### src/rtl/div_ctrl_pkg.sv
`default_nettype none
// ---------------------------------------------------------------------------
// div_ctrl_pkg : shared widths, M-extension divide funct3 codes and
//                control-line polarities for the divide controller.
// Rev 1.0
// ---------------------------------------------------------------------------
package div_ctrl_pkg;

  localparam int RegBus     = 32;
  localparam int RegAddrBus = 5;

  localparam logic RstEnable      = 1'b0;
  localparam logic DivStart       = 1'b1;
  localparam logic DivResultReady = 1'b1;

  localparam logic [2:0] INST_DIV  = 3'b100;
  localparam logic [2:0] INST_DIVU = 3'b101;
  localparam logic [2:0] INST_REM  = 3'b110;
  localparam logic [2:0] INST_REMU = 3'b111;

endpackage

`default_nettype wire

### src/rtl/div_ctrl_if.sv
`default_nettype none
// ---------------------------------------------------------------------------
// div_ctrl_if : request, divider handshake and writeback signals of the
//               execute-stage divide controller.
// Rev 1.0
// ---------------------------------------------------------------------------
interface div_ctrl_if;
  import div_ctrl_pkg::*;

  logic                  div_req_i;
  logic [2:0]            op_i;
  logic [RegBus-1:0]     reg1_rdata_i;
  logic [RegBus-1:0]     reg2_rdata_i;
  logic [RegAddrBus-1:0] reg_waddr_i;
  logic                  flush_i;
  logic                  div_ready_i;
  logic [RegBus-1:0]     div_result_i;

  logic                  div_start_o;
  logic [RegBus-1:0]     div_dividend_o;
  logic [RegBus-1:0]     div_divisor_o;
  logic [2:0]            div_op_o;
  logic [RegAddrBus-1:0] div_reg_waddr_o;
  logic                  hold_o;
  logic                  reg_we_o;
  logic [RegAddrBus-1:0] reg_waddr_o;
  logic [RegBus-1:0]     reg_wdata_o;

  // Controller side
  modport slave (
    input  div_req_i, op_i, reg1_rdata_i, reg2_rdata_i, reg_waddr_i,
           flush_i, div_ready_i, div_result_i,
    output div_start_o, div_dividend_o, div_divisor_o, div_op_o,
           div_reg_waddr_o, hold_o, reg_we_o, reg_waddr_o, reg_wdata_o
  );

  // Pipeline / divider side
  modport master (
    output div_req_i, op_i, reg1_rdata_i, reg2_rdata_i, reg_waddr_i,
           flush_i, div_ready_i, div_result_i,
    input  div_start_o, div_dividend_o, div_divisor_o, div_op_o,
           div_reg_waddr_o, hold_o, reg_we_o, reg_waddr_o, reg_wdata_o
  );

endinterface

`default_nettype wire

### src/rtl/div_ctrl.sv
`default_nettype none
// ---------------------------------------------------------------------------
// div_ctrl : execute-stage controller that launches the iterative divider,
//            stalls the pipeline until ready, then issues one writeback.
// Rev 1.0
// ---------------------------------------------------------------------------
module div_ctrl
  import div_ctrl_pkg::*;
(
  input  logic      clk,
  input  logic      rst,
  div_ctrl_if.slave bus
);

  typedef enum logic [0:0] {
    IDLE = 1'b0,
    BUSY = 1'b1
  } state_e;

  state_e                state_q, state_d;
  logic [RegBus-1:0]     dividend_q;
  logic [RegBus-1:0]     divisor_q;
  logic [2:0]            op_q;
  logic [RegAddrBus-1:0] div_waddr_q;
  logic                  reg_we_q;
  logic [RegAddrBus-1:0] reg_waddr_q;
  logic [RegBus-1:0]     reg_wdata_q;

  logic w_accept;
  logic w_wb;
  logic w_start;
  logic w_hold;

  always_comb begin
    state_d  = state_q;
    w_accept = 1'b0;
    w_wb     = 1'b0;
    w_start  = 1'b0;
    w_hold   = 1'b0;
    case (state_q)
      IDLE: begin
        if (bus.div_req_i && bus.op_i[2] && !bus.flush_i) begin
          w_accept = 1'b1;
          w_hold   = 1'b1;
          state_d  = BUSY;
        end
      end
      BUSY: begin
        // Start must fall in the ready cycle, else the idle divider re-launches.
        if (bus.flush_i) begin
          state_d = IDLE;
        end else if (bus.div_ready_i == DivResultReady) begin
          w_wb    = 1'b1;
          state_d = IDLE;
        end else begin
          w_start = DivStart;
          w_hold  = 1'b1;
        end
      end
      default: state_d = IDLE;
    endcase
  end

  always_ff @(posedge clk) begin
    if (rst == RstEnable) begin
      state_q     <= IDLE;
      dividend_q  <= '0;
      divisor_q   <= '0;
      op_q        <= '0;
      div_waddr_q <= '0;
      reg_we_q    <= 1'b0;
      reg_waddr_q <= '0;
      reg_wdata_q <= '0;
    end else begin
      state_q  <= state_d;
      reg_we_q <= w_wb;
      if (w_accept) begin
        dividend_q  <= bus.reg1_rdata_i;
        divisor_q   <= bus.reg2_rdata_i;
        op_q        <= bus.op_i;
        div_waddr_q <= bus.reg_waddr_i;
      end
      if (w_wb) begin
        reg_waddr_q <= div_waddr_q;
        reg_wdata_q <= bus.div_result_i;
      end
    end
  end

  assign bus.div_start_o     = w_start;
  assign bus.hold_o          = w_hold;
  assign bus.div_dividend_o  = dividend_q;
  assign bus.div_divisor_o   = divisor_q;
  assign bus.div_op_o        = op_q;
  assign bus.div_reg_waddr_o = div_waddr_q;
  assign bus.reg_we_o        = reg_we_q;
  assign bus.reg_waddr_o     = reg_waddr_q;
  assign bus.reg_wdata_o     = reg_wdata_q;

endmodule

`default_nettype wire
### src/flat_wrapper.sv
// flat-port wrapper written by rule: the top's interface ports become plain ports
module div_ctrl_flat import div_ctrl_pkg::*;
  (clk, rst, bus_div_req_i, bus_op_i, bus_reg1_rdata_i, bus_reg2_rdata_i, bus_reg_waddr_i, bus_flush_i, bus_div_ready_i, bus_div_result_i, bus_div_start_o, bus_div_dividend_o, bus_div_divisor_o, bus_div_op_o, bus_div_reg_waddr_o, bus_hold_o, bus_reg_we_o, bus_reg_waddr_o, bus_reg_wdata_o);
  div_ctrl_if bus_i ();
  input  logic clk;
  input  logic rst;
  input wire logic [$bits(bus_i.div_req_i)-1:0] bus_div_req_i;
  input wire logic [$bits(bus_i.op_i)-1:0] bus_op_i;
  input wire logic [$bits(bus_i.reg1_rdata_i)-1:0] bus_reg1_rdata_i;
  input wire logic [$bits(bus_i.reg2_rdata_i)-1:0] bus_reg2_rdata_i;
  input wire logic [$bits(bus_i.reg_waddr_i)-1:0] bus_reg_waddr_i;
  input wire logic [$bits(bus_i.flush_i)-1:0] bus_flush_i;
  input wire logic [$bits(bus_i.div_ready_i)-1:0] bus_div_ready_i;
  input wire logic [$bits(bus_i.div_result_i)-1:0] bus_div_result_i;
  output wire logic [$bits(bus_i.div_start_o)-1:0] bus_div_start_o;
  output wire logic [$bits(bus_i.div_dividend_o)-1:0] bus_div_dividend_o;
  output wire logic [$bits(bus_i.div_divisor_o)-1:0] bus_div_divisor_o;
  output wire logic [$bits(bus_i.div_op_o)-1:0] bus_div_op_o;
  output wire logic [$bits(bus_i.div_reg_waddr_o)-1:0] bus_div_reg_waddr_o;
  output wire logic [$bits(bus_i.hold_o)-1:0] bus_hold_o;
  output wire logic [$bits(bus_i.reg_we_o)-1:0] bus_reg_we_o;
  output wire logic [$bits(bus_i.reg_waddr_o)-1:0] bus_reg_waddr_o;
  output wire logic [$bits(bus_i.reg_wdata_o)-1:0] bus_reg_wdata_o;
  assign bus_i.div_req_i = bus_div_req_i;
  assign bus_i.op_i = bus_op_i;
  assign bus_i.reg1_rdata_i = bus_reg1_rdata_i;
  assign bus_i.reg2_rdata_i = bus_reg2_rdata_i;
  assign bus_i.reg_waddr_i = bus_reg_waddr_i;
  assign bus_i.flush_i = bus_flush_i;
  assign bus_i.div_ready_i = bus_div_ready_i;
  assign bus_i.div_result_i = bus_div_result_i;
  assign bus_div_start_o = bus_i.div_start_o;
  assign bus_div_dividend_o = bus_i.div_dividend_o;
  assign bus_div_divisor_o = bus_i.div_divisor_o;
  assign bus_div_op_o = bus_i.div_op_o;
  assign bus_div_reg_waddr_o = bus_i.div_reg_waddr_o;
  assign bus_hold_o = bus_i.hold_o;
  assign bus_reg_we_o = bus_i.reg_we_o;
  assign bus_reg_waddr_o = bus_i.reg_waddr_o;
  assign bus_reg_wdata_o = bus_i.reg_wdata_o;
  div_ctrl u_core (.clk(clk), .rst(rst), .bus(bus_i));
endmodule
### config.mk
export PLATFORM = sky130hd
export DESIGN_NAME = div_ctrl_flat
export DESIGN_NICKNAME = d
export VERILOG_FILES = /design/src/rtl/div_ctrl_pkg.sv /design/src/rtl/div_ctrl_if.sv /design/src/rtl/div_ctrl.sv /design/src/flat_wrapper.sv
export SDC_FILE = /design/constraint.sdc
export NUM_CORES = 1
export LEC_CHECK = 0
export ABC_AREA = 1
export BUFFER_PORTS_ARGS = -buffer_cell sky130_fd_sc_hd__buf_2
export CORE_ASPECT_RATIO = 0.8
export CORE_UTILIZATION = 45
export CTS_BUF_LIST = sky130_fd_sc_hd__clkbuf_4
export CTS_CLUSTER_DIAMETER = 80
export DETAILED_ROUTE_END_ITERATION = 8
export PLACE_DENSITY = 0.81
export SETUP_SLACK_MARGIN = 0.15
export SLEW_MARGIN = 20
export SYNTH_ARGS = -nofsm -noshare
export SYNTH_HDL_FRONTEND = slang
export SYNTH_SLANG_ARGS = --single-unit
### constraint.sdc
create_clock -name clk -period 1.1 [get_ports clk]
set_input_delay 0.055 -clock clk [delete_from_list [all_inputs] [get_ports clk]]
set_output_delay 0.055 -clock clk [all_outputs]
set_load 0.03 [all_outputs]
Word-level counts from Yosys, hierarchy flattened --
Index checks and enable logic that the tools add are counted.
Storage, ports and cells: bits in latches 0, word-level logic and storage cells 21, memory bits (read-only) 0, register bits after elaboration 111, memories kept 0, input port bits 109, bits in writable memories 0
Cells by class: bitwise logic cells 1, muxes and demuxes 9, equality and inequality tests 0, div/mod/pow operators 0, reductions and logical operators 3, magnitude comparators 0, add/sub/neg operators 0, $mul 0, shifts and indexed selects 0
Operators by type and width (count):
- $mux W1 | 8
- $logic_and A1 B1 Y1 | 2
- $pmux W1 S2 | 1
- $logic_not A1 Y1 | 1
- $not A1 Y1 | 1

Depth between registers and ports, before layout --
depth after elaboration 4, mapped depth 7, mapped depth without buffers 5

Worst setup path before layout --
Ideal clock, no wire load.
path type register -> output, start register u_core.state_q, end output bus_hold_o, cell stages (with the launch flop) 5, buffers on the path 1, path slack 0.029 ns, data arrival time 1.016 ns, required time 1.045 ns, path through dfxtp_1 nor2_2 buf_2 nand2_1 nand2_1
On the way: cells in the longest elaborated chain, start to end 2
RTL lines:
- start, declared | RTL line div_ctrl.sv:20 | state_e state_q, state_d;
- start signal, assigned | RTL line div_ctrl.sv:75 | state_q <= state_d;
- $not A1 Y1 | RTL line div_ctrl.sv:40 | case (state_q)
- $pmux W1 S2 (*) | RTL line div_ctrl.sv:40
- end, declared | RTL line flat_wrapper.sv:20 | output wire logic [$bits(bus_i.hold_o)-1:0] bus_hold_o;
Every way passes the cells marked *; elsewhere a longest branch is shown, timed or not.

Final worst setup path --
start register u_core.state_q, end register u_core.reg_wdata_q[20], in the netlist u_core.bus.reg_wdata_o[20]
On the way: cells in the longest elaborated chain, start to end 1
RTL lines:
- $mux W1 | RTL line div_ctrl.sv:40
- end signal, assigned | RTL line div_ctrl.sv:85 | reg_wdata_q <= bus.div_result_i;
- end, declared | RTL line div_ctrl.sv:27 | logic [RegBus-1:0] reg_wdata_q;
Every way passes these cells. A chain may end at the register's enable or synchronous reset.

==> summary.md <==
| Metric | Value |
|---|---|
| Pleak | 4.551 nW |
| Slew HR | around three quarters |
| Fin. Hold Viols | 0 |
| Crit-path max FO | 19 |
| Global route hottest layer | met2 |
| CP Class | flop to flop |
| Clk_lat worst skew | 0.45 ns |
| Share of layout cells above drive strength 1 | about two fifths |
| Worst setup startpoint | u_core.state_q |
| Worst Hold Slack | 0.06254 ns |
| Standard-cell rows | 33 |
| IO Pins | 221 |
| Period minus WS final | 1.783 ns |
| Required @ worst endpoint | between 1 and 1.5 ns |
| Fin. max-slew vios | 0 |
| Mapped Nets | approximately 830 |
| Initial DRT Pass Iterations | 5 |
| Clock root buffer | clkbuf_4 |
| Clk_skew | 0.01009 ns |
| Synthesized area per cell | between 6 and 7 µm² |
| Critical Path Start Type | flop |
| Met1 Use GR | around a third |
| Violated checks | setup timing |
| Number of synthesized register bits | 111 |
| Largest net degree at the start of global routing | between 40 and 50 |
| Crit path to | u_core.bus.reg_wdata_o[20] |
| Layout net count | 1,174 |
| CTS tree | done |
| R2R Setup Slk | -0.68 ns |
| Clock slew at the register clock pins of the worst setup and hold paths | 0.17 ns |
| HPWL Detailed | 8115 µm |
| Met3 usage | 11.87% |
| First-pass GRT wire length | 28,680 µm |
| Initial core utilization | between 40% and 50% |
| # fillers | just under 500 |
| H-tree levels | 3 |
| Largest vdd supply drop | 0.6698 mV |
| FF-to-FF Start | u_core.state_q |
| GR Util met2 | about three fifths |
| Status | finished, violations left |
| Detailed router's first-iteration violation count | 576 |
| Tot Pwr | 8.863 mW |
| CTS sink cnt | 111 |
| Reg2reg path depth | 7 |
| Final period util | 162.1% |
| Die Wd | 116.7 µm |
| Area post-placement | 0.006092 mm² |
| Worst Setup End Kind | flop |
| DR vias | 6,194 |
| Placer congestion estimate | 0.7666 |
| Max-cap violation count | 0 |
| Core area | 0.01024 mm² |
| Final Util | 85.85% |
| DR WL/cell | 17.15 µm |
| DIE AREA | 0.01094 mm² |
| Yosys Warn Count | 0 |
| Mapped cell area | 0.004737 mm² |
| FMAX | 560.9 MHz |
| Number of global-route vias before repair | about 6,000 |
| I/O Buffers | 220 |
| Yosys cell types | 12 |
| Fin area | 0.008791 mm² |
| Register area share after synthesis | 46.91% |
| Synth-to-Final Area Change | 85.58% |
| Die Span Y | 93.77 µm |
| Via density | 5.119 |
| # DRC | 0 |
| CTS buffer count | 9 |
| Antenna-violating nets left | 0 |
| Fin worst setup slack | -0.6827 ns |
| Worst Hold Class | input pin to flop |
| PwrDens | 1008 mW/mm² |
| Setup WS pre-CTS | -0.01502 ns |
| Antenna violations before repair | 3 |
| DRT Wirelength | roughly 21,000 µm |
| Unrepaired setup endpoints after global routing | true |
| Total gr overflow | 0 |
| Pin slew with the least headroom to its limit | 0.3999 ns |
| Syn Inst Count | 716 |
| R2R Path End | u_core.bus.reg_wdata_o[20] |
| Clk buf depth | 2 |
| Arrival time at the worst endpoint | 2.12 ns |
| GRT Util Overall | 34.39% |
| Final setup viols | 107 |
worst min path at each step:
stage	endpoint	start	slack, ns	depth (start not counted)
floorplan	u_core.bus.reg_wdata_o[0]	bus_div_result_i[0]	0.19	2
finish	u_core.state_q	bus_div_ready_i	0.06	5
global route	u_core.bus.div_op_o[2]	bus_flush_i	0.04	5
CTS	u_core.state_q	bus_div_ready_i	0.01	5
detailed placement	u_core.bus.reg_wdata_o[3]	bus_div_result_i[3]	0.29	3
global placement	u_core.bus.reg_wdata_o[1]	bus_div_result_i[1]	0.28	3
critical path, cell delays in order (launching register included):
cell and delay (ns):
dfxtp_4 0.39, buf_4 0.13, nand3_4 0.14, buf_6 0.17, buf_16 0.16, nand2_2 0.16
nand2_1 0.15, nor2_1 0.35
Yosys cell counts, drive strengths merged:
library cell,instances,area share [%]
nand3,72,7.6
clkbuf,16,1.3
a21oi,73,7.7
dfxtp,111,47
nand2,149,12
inv,113,9.0
nor2,148,12
buf,34,4.0
power by group:
part	total (mW)	switching, mW	internal [mW]
Sequential	4.33	0.126	4.20
Clock	2.30	1.34	0.957
Combinational	2.23	1.14	1.09
cell type report:
class	instances	area, µm²	area share, %
inverters	113	426.7	4.853
repair buffers	388	3685	41.92
well taps	140	175.2	1.993
clock inverters	4	71.32	0.8113
multi-input cells	442	1979	22.52
clock buffers	11	82.58	0.9394
diodes	1	2.502	0.02847
flip-flops and latches	111	2369	26.94
cells in the final DEF (no fill, tap or decap):
| cell | count |
|---|---|
| dfxtp_4 | 3 |
| inv_1 | 112 |
| nand3_2 | 1 |
| clkinv_1 | 1 |
| clkbuf_16 | 1 |
| diode_2 | 1 |
| bufbuf_16 | 1 |
| nand3_4 | 1 |
| buf_8 | 3 |
| inv_4 | 1 |
| nand2_4 | 3 |
| dfxtp_2 | 108 |
| buf_4 | 36 |
| dlygate4sd3_1 | 104 |
| nand3_1 | 70 |
| a21oi_1 | 66 |
| buf_16 | 5 |
| nor2_4 | 4 |
| buf_2 | 107 |
| clkbuf_4 | 11 |
| buf_12 | 14 |
| nor2_1 | 132 |
| clkinvlp_4 | 1 |
| nand2_2 | 5 |
| buf_6 | 117 |
| a21oi_2 | 7 |
| nor2_2 | 12 |
| bufinv_16 | 2 |
| nand2_1 | 141 |
metal layers:
metal  share of wire [%]  vias up
met5                0.11        -
met4                 5.8        4
met3                 9.7      129
met2                  49      384
met1                  35     2824
li1                    -     2853
metrics by stage:
step / setup TNS, ns / std cells
after floorplan: 0 / 716
after global placement: 0 / 1048
after detailed placement: -0.08673 / 1048
after CTS: -19.35 / 1192
after global routing: -25.60 / 1210
final: -18.17 / 1210
cell families after synthesis:
group / after synthesis / synth area share [%]
buf+inv: 163 / 14.18
simple gates: 369 / 31.19
compound gates: 73 / 7.713
flops: 111 / 46.91
state kept, by name, indices dropped and copies added, names as in the netlist:
register,count
u_core.bus.div_dividend_o,32
u_core.bus.div_divisor_o,32
u_core.bus.reg_wdata_o,32
u_core.bus.div_reg_waddr_o,5
u_core.bus.reg_waddr_o,5
u_core.bus.div_op_o,3
u_core.bus.reg_we_o,1
u_core.state_q,1
what timing repair did:
item,CTS,global route
cloned,6,1
setup buffers,19,16
endpoints found under the hold margin,103,0
endpoints found under the setup margin,218,222
pin swaps,2,6
resized for setup,354,38
hold buffers,104,0
Power figures use the tool's default switching activity.
